**src/rtl/hamming_serial_encoder_if.sv**
```systemverilog
// Serial in/out handshake bundle for hamming_serial_encoder.
// Ports: din/din_valid/din_ready (input side), dout/dout_valid/dout_ready/dout_last (output side).
interface hamming_serial_encoder_if;
   logic din;
   logic din_valid;
   logic din_ready;
   logic dout;
   logic dout_valid;
   logic dout_ready;
   logic dout_last;

   modport master (
      output din, din_valid, dout_ready,
      input  din_ready, dout, dout_valid, dout_last
   );

   modport slave (
      input  din, din_valid, dout_ready,
      output din_ready, dout, dout_valid, dout_last
   );
endinterface

```
**src/rtl/hamming_serial_encoder.sv**
```systemverilog
// Bit-serial Hamming encoder: collects K data bits, computes R parity bits in one cycle,
// streams the codeword out lowest position first.
// Ports: clk, rst (sync, active high), io (slave side of hamming_serial_encoder_if).
// Param R (2..6). Macro SECDED_EN adds overall parity at position 0 (N=2**R, else 2**R-1).
module hamming_serial_encoder #(
   parameter int R = 4
) (
   input  logic                     clk,
   input  logic                     rst,
   hamming_serial_encoder_if.slave  io
);

   localparam int M = 2**R;
`ifdef SECDED_EN
   localparam int N     = M;
   localparam int FIRST = 0;
`else
   localparam int N     = M - 1;
   localparam int FIRST = 1;
`endif
   localparam int K  = M - R - 1;
   localparam int CW = $clog2(N) + 1;

   generate
      if (R < 2 || R > 6) begin : g_bad_r
         $error("hamming_serial_encoder: R must be 2..6");
      end
   endgenerate

   typedef enum logic [1:0] {LOAD, CALC, SEND} state_t;

   state_t          state;
   state_t          state_nx;
   logic [CW-1:0]   cnt;
   logic [R-1:0]    pos;
   logic [R-1:0]    pos_inc;
   logic [R-1:0]    pos_nx;
   logic [R-1:0]    idx;
   logic [M-1:FIRST] mem;
   logic [R-1:0]    par;
   logic            rdy;
   logic            acc;
   logic            last_in;
   logic            last_out;
   logic            dbit;
   logic            dvld;
   logic            dlst;

   assign last_in  = (cnt == CW'(K - 1));
   assign last_out = (cnt == CW'(N - 1));
   assign acc      = rdy & io.din_valid;
   assign idx      = R'(cnt) + R'(FIRST);

   // Next data slot skips the power-of-two parity positions.
   assign pos_inc = pos + 1'b1;
   assign pos_nx  = ((pos_inc & (pos_inc - 1'b1)) == '0) ? pos_inc + 1'b1 : pos_inc;

   always_comb begin
      par = '0;
      for (int i = 0; i < R; i++) begin
         for (int j = 3; j < M; j++) begin
            if (((j & (j - 1)) != 0) && (((j >> i) & 1) == 1)) begin
               par[i] = par[i] ^ mem[j];
            end
         end
      end
   end

`ifdef SECDED_EN
   logic dxor;
   logic ovr;

   // Overall parity covers data plus the freshly computed parity bits.
   always_comb begin
      dxor = 1'b0;
      for (int j = 3; j < M; j++) begin
         if ((j & (j - 1)) != 0) begin
            dxor = dxor ^ mem[j];
         end
      end
      ovr = dxor ^ (^par);
   end
`endif

   always_ff @(posedge clk) begin
      if (rst) begin
         state <= LOAD;
      end else begin
         state <= state_nx;
      end
   end

   always_comb begin
      state_nx = state;
      rdy      = 1'b0;
      dbit     = 1'b0;
      dvld     = 1'b0;
      dlst     = 1'b0;
      unique case (state)
         LOAD: begin
            rdy = ~rst;
            if (io.din_valid && !rst && last_in) begin
               state_nx = CALC;
            end
         end
         CALC: begin
            state_nx = SEND;
         end
         SEND: begin
            dvld = 1'b1;
            dbit = mem[idx];
            dlst = last_out;
            if (io.dout_ready && last_out) begin
               state_nx = LOAD;
            end
         end
         default: begin
            state_nx = LOAD;
         end
      endcase
   end

   assign io.din_ready  = rdy;
   assign io.dout       = dbit;
   assign io.dout_valid = dvld;
   assign io.dout_last  = dlst;

   always_ff @(posedge clk) begin
      if (rst) begin
         cnt <= '0;
         pos <= R'(3);
         mem <= '0;
      end else begin
         unique case (state)
            LOAD: begin
               if (acc) begin
                  mem[pos] <= io.din;
                  if (last_in) begin
                     cnt <= '0;
                     pos <= R'(3);
                  end else begin
                     cnt <= cnt + 1'b1;
                     pos <= pos_nx;
                  end
               end
            end
            CALC: begin
               for (int i = 0; i < R; i++) begin
                  mem[1 << i] <= par[i];
               end
`ifdef SECDED_EN
               mem[0] <= ovr;
`endif
            end
            SEND: begin
               if (io.dout_ready) begin
                  cnt <= last_out ? '0 : cnt + 1'b1;
               end
            end
            default: begin
            end
         endcase
      end
   end

endmodule

```
**src/flat_wrapper.sv**
```systemverilog
// flat-port wrapper written by rule: the top's interface ports become plain ports
module hamming_serial_encoder_flat 
#(
   parameter int R = 4
)
  (clk, rst, io_din, io_din_valid, io_dout_ready, io_din_ready, io_dout, io_dout_valid, io_dout_last);
  hamming_serial_encoder_if io_i ();
  input  logic clk;
  input  logic rst;
  input wire logic [$bits(io_i.din)-1:0] io_din;
  input wire logic [$bits(io_i.din_valid)-1:0] io_din_valid;
  input wire logic [$bits(io_i.dout_ready)-1:0] io_dout_ready;
  output wire logic [$bits(io_i.din_ready)-1:0] io_din_ready;
  output wire logic [$bits(io_i.dout)-1:0] io_dout;
  output wire logic [$bits(io_i.dout_valid)-1:0] io_dout_valid;
  output wire logic [$bits(io_i.dout_last)-1:0] io_dout_last;
  assign io_i.din = io_din;
  assign io_i.din_valid = io_din_valid;
  assign io_i.dout_ready = io_dout_ready;
  assign io_din_ready = io_i.din_ready;
  assign io_dout = io_i.dout;
  assign io_dout_valid = io_i.dout_valid;
  assign io_dout_last = io_i.dout_last;
  hamming_serial_encoder #(.R(R)) u_core (.clk(clk), .rst(rst), .io(io_i));
endmodule
```
**config.mk**
```make
export PLATFORM = sky130hd
export DESIGN_NAME = hamming_serial_encoder_flat
export DESIGN_NICKNAME = d
export VERILOG_FILES = /design/src/rtl/hamming_serial_encoder_if.sv /design/src/rtl/hamming_serial_encoder.sv /design/src/flat_wrapper.sv
export SDC_FILE = /design/constraint.sdc
export NUM_CORES = 1
export LEC_CHECK = 0
export CORE_UTILIZATION = 48
export CTS_CLUSTER_DIAMETER = 60
export DETAILED_ROUTE_END_ITERATION = 7
export GPL_TIMING_DRIVEN = 0
export MAX_ROUTING_LAYER = met4
export PLACE_DENSITY = 0.63
export RECOVER_POWER = 100
export SKIP_LAST_GASP = 1
export SLEW_MARGIN = 20
export SYNTH_ARGS = -nofsm -noshare
export SYNTH_HDL_FRONTEND = slang
export SYNTH_SLANG_ARGS = --single-unit
```
**constraint.sdc**
```tcl
create_clock -name clk -period 2.6 [get_ports clk]
set_input_delay 0.52 -clock clk [delete_from_list [all_inputs] [get_ports clk]]
set_output_delay 0.52 -clock clk [all_outputs]
set_load 0.03 [all_outputs]
```
-- Word-level counts from Yosys, hierarchy flattened
Cells that the tools add are included.
- register bits after elaboration: 26
- bits of input ports: 5
- output and inout bits: 4
- logic and storage cells: 84
- $add $sub $neg: 5
- $lt $le $gt $ge: 3
- equal/unequal tests: 8
- muxes and demuxes: 23
- bitwise logic cells: 27
- reduce and logical (&&, ||, !) cells: 13
- operators by type and width (cell ; count):
    1-bit XOR ; 24
    5-bit two-way mux ; 4
    15-bit bitwise mux ; 1
    4-bit by 1-bit adder with 4-bit output (second input constant) ; 3
    5-bit by 4-bit == test with 1-bit output (second input constant) ; 2
    4-bit by 5-bit < comparator with 1-bit output (second input constant) ; 2
    5-bit case mux with 2 select lines ; 1
    4-bit two-way mux ; 2
    8-bit two-way mux ; 1
    1-bit two-way mux ; 6
    2-bit by 1-bit inequality test with 1-bit output (second input constant) ; 3
    2-bit case mux with 3 select lines ; 1
    2-bit AND reduction ; 3
    5-bit by 1-bit adder with 5-bit output (second input constant) ; 1
    4-bit AND ; 1
    1-bit binary-select mux with 4-bit select ; 1
    1-bit demux with 4-bit select ; 1
    4-bit by 1-bit >= comparator with 1-bit output (second input constant) ; 1
    1-bit logical AND ; 4
    4-bit zero test ; 1
    2-bit two-way mux ; 2
    1-bit case mux with 2 select lines ; 2
    2-bit case mux with 2 select lines ; 1
    2-bit nonzero test ; 2
    9 further kinds ; 9

-- Depth between registers and ports, before layout
- depth after elaboration: 7
- depth in mapped cells: 8
- mapped depth without buffers: 7

-- Worst setup path before layout
OpenSTA, ideal clock, no wires.
- path kind: register to output
- from: reg u_core.cnt[0]
- to: out io_dout
- data arrival time: 1940 ps
- required time: 2080 ps
- setup slack: 140 ps
- cell stages (with the launch flop): 9
- cells stage by stage: dfxtp_1 > buf_2 > inv_1 > ha_1 > buf_2 > nor3b_1 > mux2_2 > a311oi_1 > a22o_1
- word-level cells in the longest chain between the ends: 4
- ends and longest elaborated chain (element ; RTL line ; text):
    start: declaration ; hamming_serial_encoder.sv:34 ; logic [CW-1:0] cnt;
    start signal: assignment ; hamming_serial_encoder.sv:142 ; cnt <= cnt + 1'b1;
    start signal: assignment ; hamming_serial_encoder.sv:157 ; cnt <= last_out ? '0 : cnt + 1'b1;
    4-bit by 1-bit adder with 4-bit output ; hamming_serial_encoder.sv:52 ; assign idx = R'(cnt) + R'(FIRST);
    1-bit binary-select mux with 4-bit select ; hamming_serial_encoder.sv:111 ; dbit = mem[idx];
    1-bit two-way mux (not written as such) ; hamming_serial_encoder.sv:111 ;
    1-bit two-way mux ; hamming_serial_encoder.sv:99 ; unique case (state)
    end: declaration ; flat_wrapper.sv:14 ; output wire logic [$bits(io_i.dout)-1:0] io_dout;
No other way between the ends. The select of a mux whose other input is x is not followed.

-- Final worst setup path
- from: reg u_core.cnt[1]
- to: out io_dout
The elaborated chain is that of the path after synthesis.

==> reports/qor.yml <==
p_per_area_nw_per_um2: 530.1
power_mw: 1.075
crit-reg2reg-launch: "u_core.pos[0]"
start_util: 0.5125
cts_tree: "yes"
worst_setup_path_start_kind: "flip-flop"
critPathRequiredTime_ns: 2.08
async_reset_ff_frac: 0
io_pins: 9
critPathLaunch: "u_core.cnt[1]"
area_growth_pct: 15.80
grt_pass1_wl_um: 6741
setup_viol: 1
fin_util: 0.5934
period_share: 1.010
crit_fanout: 6
routed_wl_um: 3949
reg2reg_slack_ns: 0.78
rsz0062_at_grt: "true"
grt.overflow.total: 0
reg2reg_depth: 6
antenna_found_initial: 0
path_buf_inv: 1
ir_drop_uv: 306.6
path_delay_family: "compound AO/OA/AOI/OAI gates"
final_layout_size_suffix_gt1_frac: 0.1581
drt_drc_violations_left: 0
worst_path_max_delay_cell: "dfxtp_4"
cts_root_buf: "clkbuf_4"
max_stage_delay_ns: 0.39
wl_per_cell_um: 15.13
grt_pass1_vias: 1408
finalSetupTns_ns: -0.02728
ant_nets: 0
path_clk_slew_ns: 0.15
crit_path_end: "io_dout"
hold_viol: 0
synth_flop_cell: "dfxtp_1"
dieArea_sq_um: 3893
core_sq_um: 3416
syn-num-nets: 210
synth-edff-count: 0
violations: "negative setup slack"
vias_per_cell: 5.533
skew_ns: 0.008962
path_class: "flip-flop to output pin"
insertion_delay_ns: 0.33
cts_buffer_depth: 2
arrival_ns: 2.11
cp-end-kind: "output pin"
holdCritPathClass: "flip-flop to flip-flop"
drv_cap: 0
max_freq_mhz: 380.6
max_slew_margin: 0.6104
place_inst: 251
syn_area_sq_um: 1750
clkSinkCount: 26
hpwl_um: 2865
worst_slew_pin_slew_ns: 0.5765
stdcell_count: 261
hold_buffers: 0
leakage_nw: 0.8652
path_depth: 6
die_h_um: 62.39
netlist_top_cells_count: "dfxtp_1 (26), nor2_1 (24), xnor2_1 (21)"
nets: 230
antennaDiodeCount: 0
r2r-end: "u_core.pos[1]"
synth.distinct_cells: 43
place.gp.congestion: 0.7741
path_cells: "ha_4 > xnor2_4 > mux2_4 > o311a_1 > a22o_1 > buf_6"
dr.pass1.iters: 4
grtUsageTotal: 0.2245
yosysTopAreaCellShare: 0.2974
grt_max_degree: 14
slew_viol_final: 0
syn_inst: 197
synth_seq_cells: 26
yosysTopAreaCell: "dfxtp_1"
drt_iter0_markers: 106
synth.most_common_cell: "dfxtp_1"
htreeDepth: 1
synthTopCellsByArea: "dfxtp_1 (30%), mux2i_1 (11%), xnor2_1 (11%)"
final.setup.worst_slack_ns: -0.02728
synth_area_per_cell_sq_um: 8.885
via_count: 1444
cts-buffers-inserted: 3
yosysWarnings: 0
num_rows: 21
fp.dieW_um: 62.39
synth_seq_area_share: 0.2974
status: "finished with violations"
period_needed_ns: 2.627
port_buffers: 8
[layer usage]
layer | global-route usage | vias to the layer above | wire length [um]
li1 | - | 731 | -
met4 | 0.08430 | 0 | 91
met3 | 0.03285 | 11 | 139
met2 | 0.3585 | 35 | 1856
met5 | - | - | 0
met1 | 0.2877 | 667 | 1861
[cells in the final DEF (no fill, tap or decap), types with 3 or more instances in the layout]
cell	n
a21oi_1	3
buf_4	9
clkbuf_1	6
dfxtp_1	24
mux2i_1	20
nand4_1	4
nand2_1	3
nor2_1	24
o22ai_1	5
nor3_1	3
xnor2_1	21
xor2_1	4
clkbuf_4	3
clkdlybuf4s50_1	5
nor3b_1	3
ha_1	6
nor2b_1	4
a211oi_1	4
inv_1	7
nand3_1	16
[worst reg2reg max path: cells and delay by family, from the launching register on]
family,cells,cell delay (ns)
buffers and inverters,2,0.42
xor gates and xnor gates,1,0.18
and+or+nand+nor,1,0.41
adders and majority gates,1,0.25
AOI/OAI and AO/OA,1,0.08
DFF,1,0.39
[per-stage QoR]
step	area, sq um	setup WS (ns)	hold WS, ns
floorplan	1750	0.1400	0.4994
global placement	1888	-0.5584	0.5201
CTS	1979	-0.07151	0.5580
global route	2027	-0.1112	0.5786
finish	2027	-0.02728	0.5547
detailed placement	1888	-0.6066	0.5286
[state kept, by name, summed over array words and instances, names as in the netlist]
name and flops:
u_core.state 2, u_core.mem 15, u_core.cnt 5, u_core.pos 4
[final cells by class]
type / instances / area, sq um
Buffer: 11 / 60.06
Clock buffer: 3 / 22.52
Fill cell: 319 / 1389
Inverter: 8 / 32.53
Multi-Input combinational cell: 151 / 1187
Sequential cell: 26 / 528.0
Tap cell: 46 / 57.56
Timing Repair Buffer: 16 / 138.9
[how the worst min path moves through the flow]
stage	end	slack (ns)	startpoint	depth (start not counted)
detailed placement	u_core.cnt[1]	0.53	u_core.cnt[1]	2
global placement	u_core.cnt[1]	0.52	u_core.cnt[1]	2
floorplan	u_core.cnt[4]	0.50	u_core.cnt[4]	2
global route	u_core.cnt[1]	0.58	u_core.cnt[1]	2
finish	u_core.cnt[1]	0.55	u_core.cnt[1]	2
CTS	u_core.cnt[1]	0.56	u_core.cnt[1]	2
[logic make-up (layout without fill, tap and decap cells)]
logic type      count (synthesis)  count (layout)  synth area share
simple gates                   69              69            0.2137
xor+xnor                       26              26            0.1408
flops                          26              26            0.2974
compound gates                 25              25            0.1065
mux                            23              23            0.1358
buf+inv                        20              38           0.04861
fa+ha+maj                       8               8           0.05719
[timing repair]
action | CTS | global route
pin swaps | 3 | 5
resized for setup | 20 | 5
endpoints found under the setup margin | 3 | 1
buffers inserted | 4 | 4
[power by group]
group | total, mW | switching, mW | internal (mW)
Sequential | 0.465 | 0.0357 | 0.429
Clock | 0.180 | 0.125 | 0.0546
Combinational | 0.430 | 0.245 | 0.185
Total | 1.07 | 0.406 | 0.669
(Power assumes the default switching activity.)
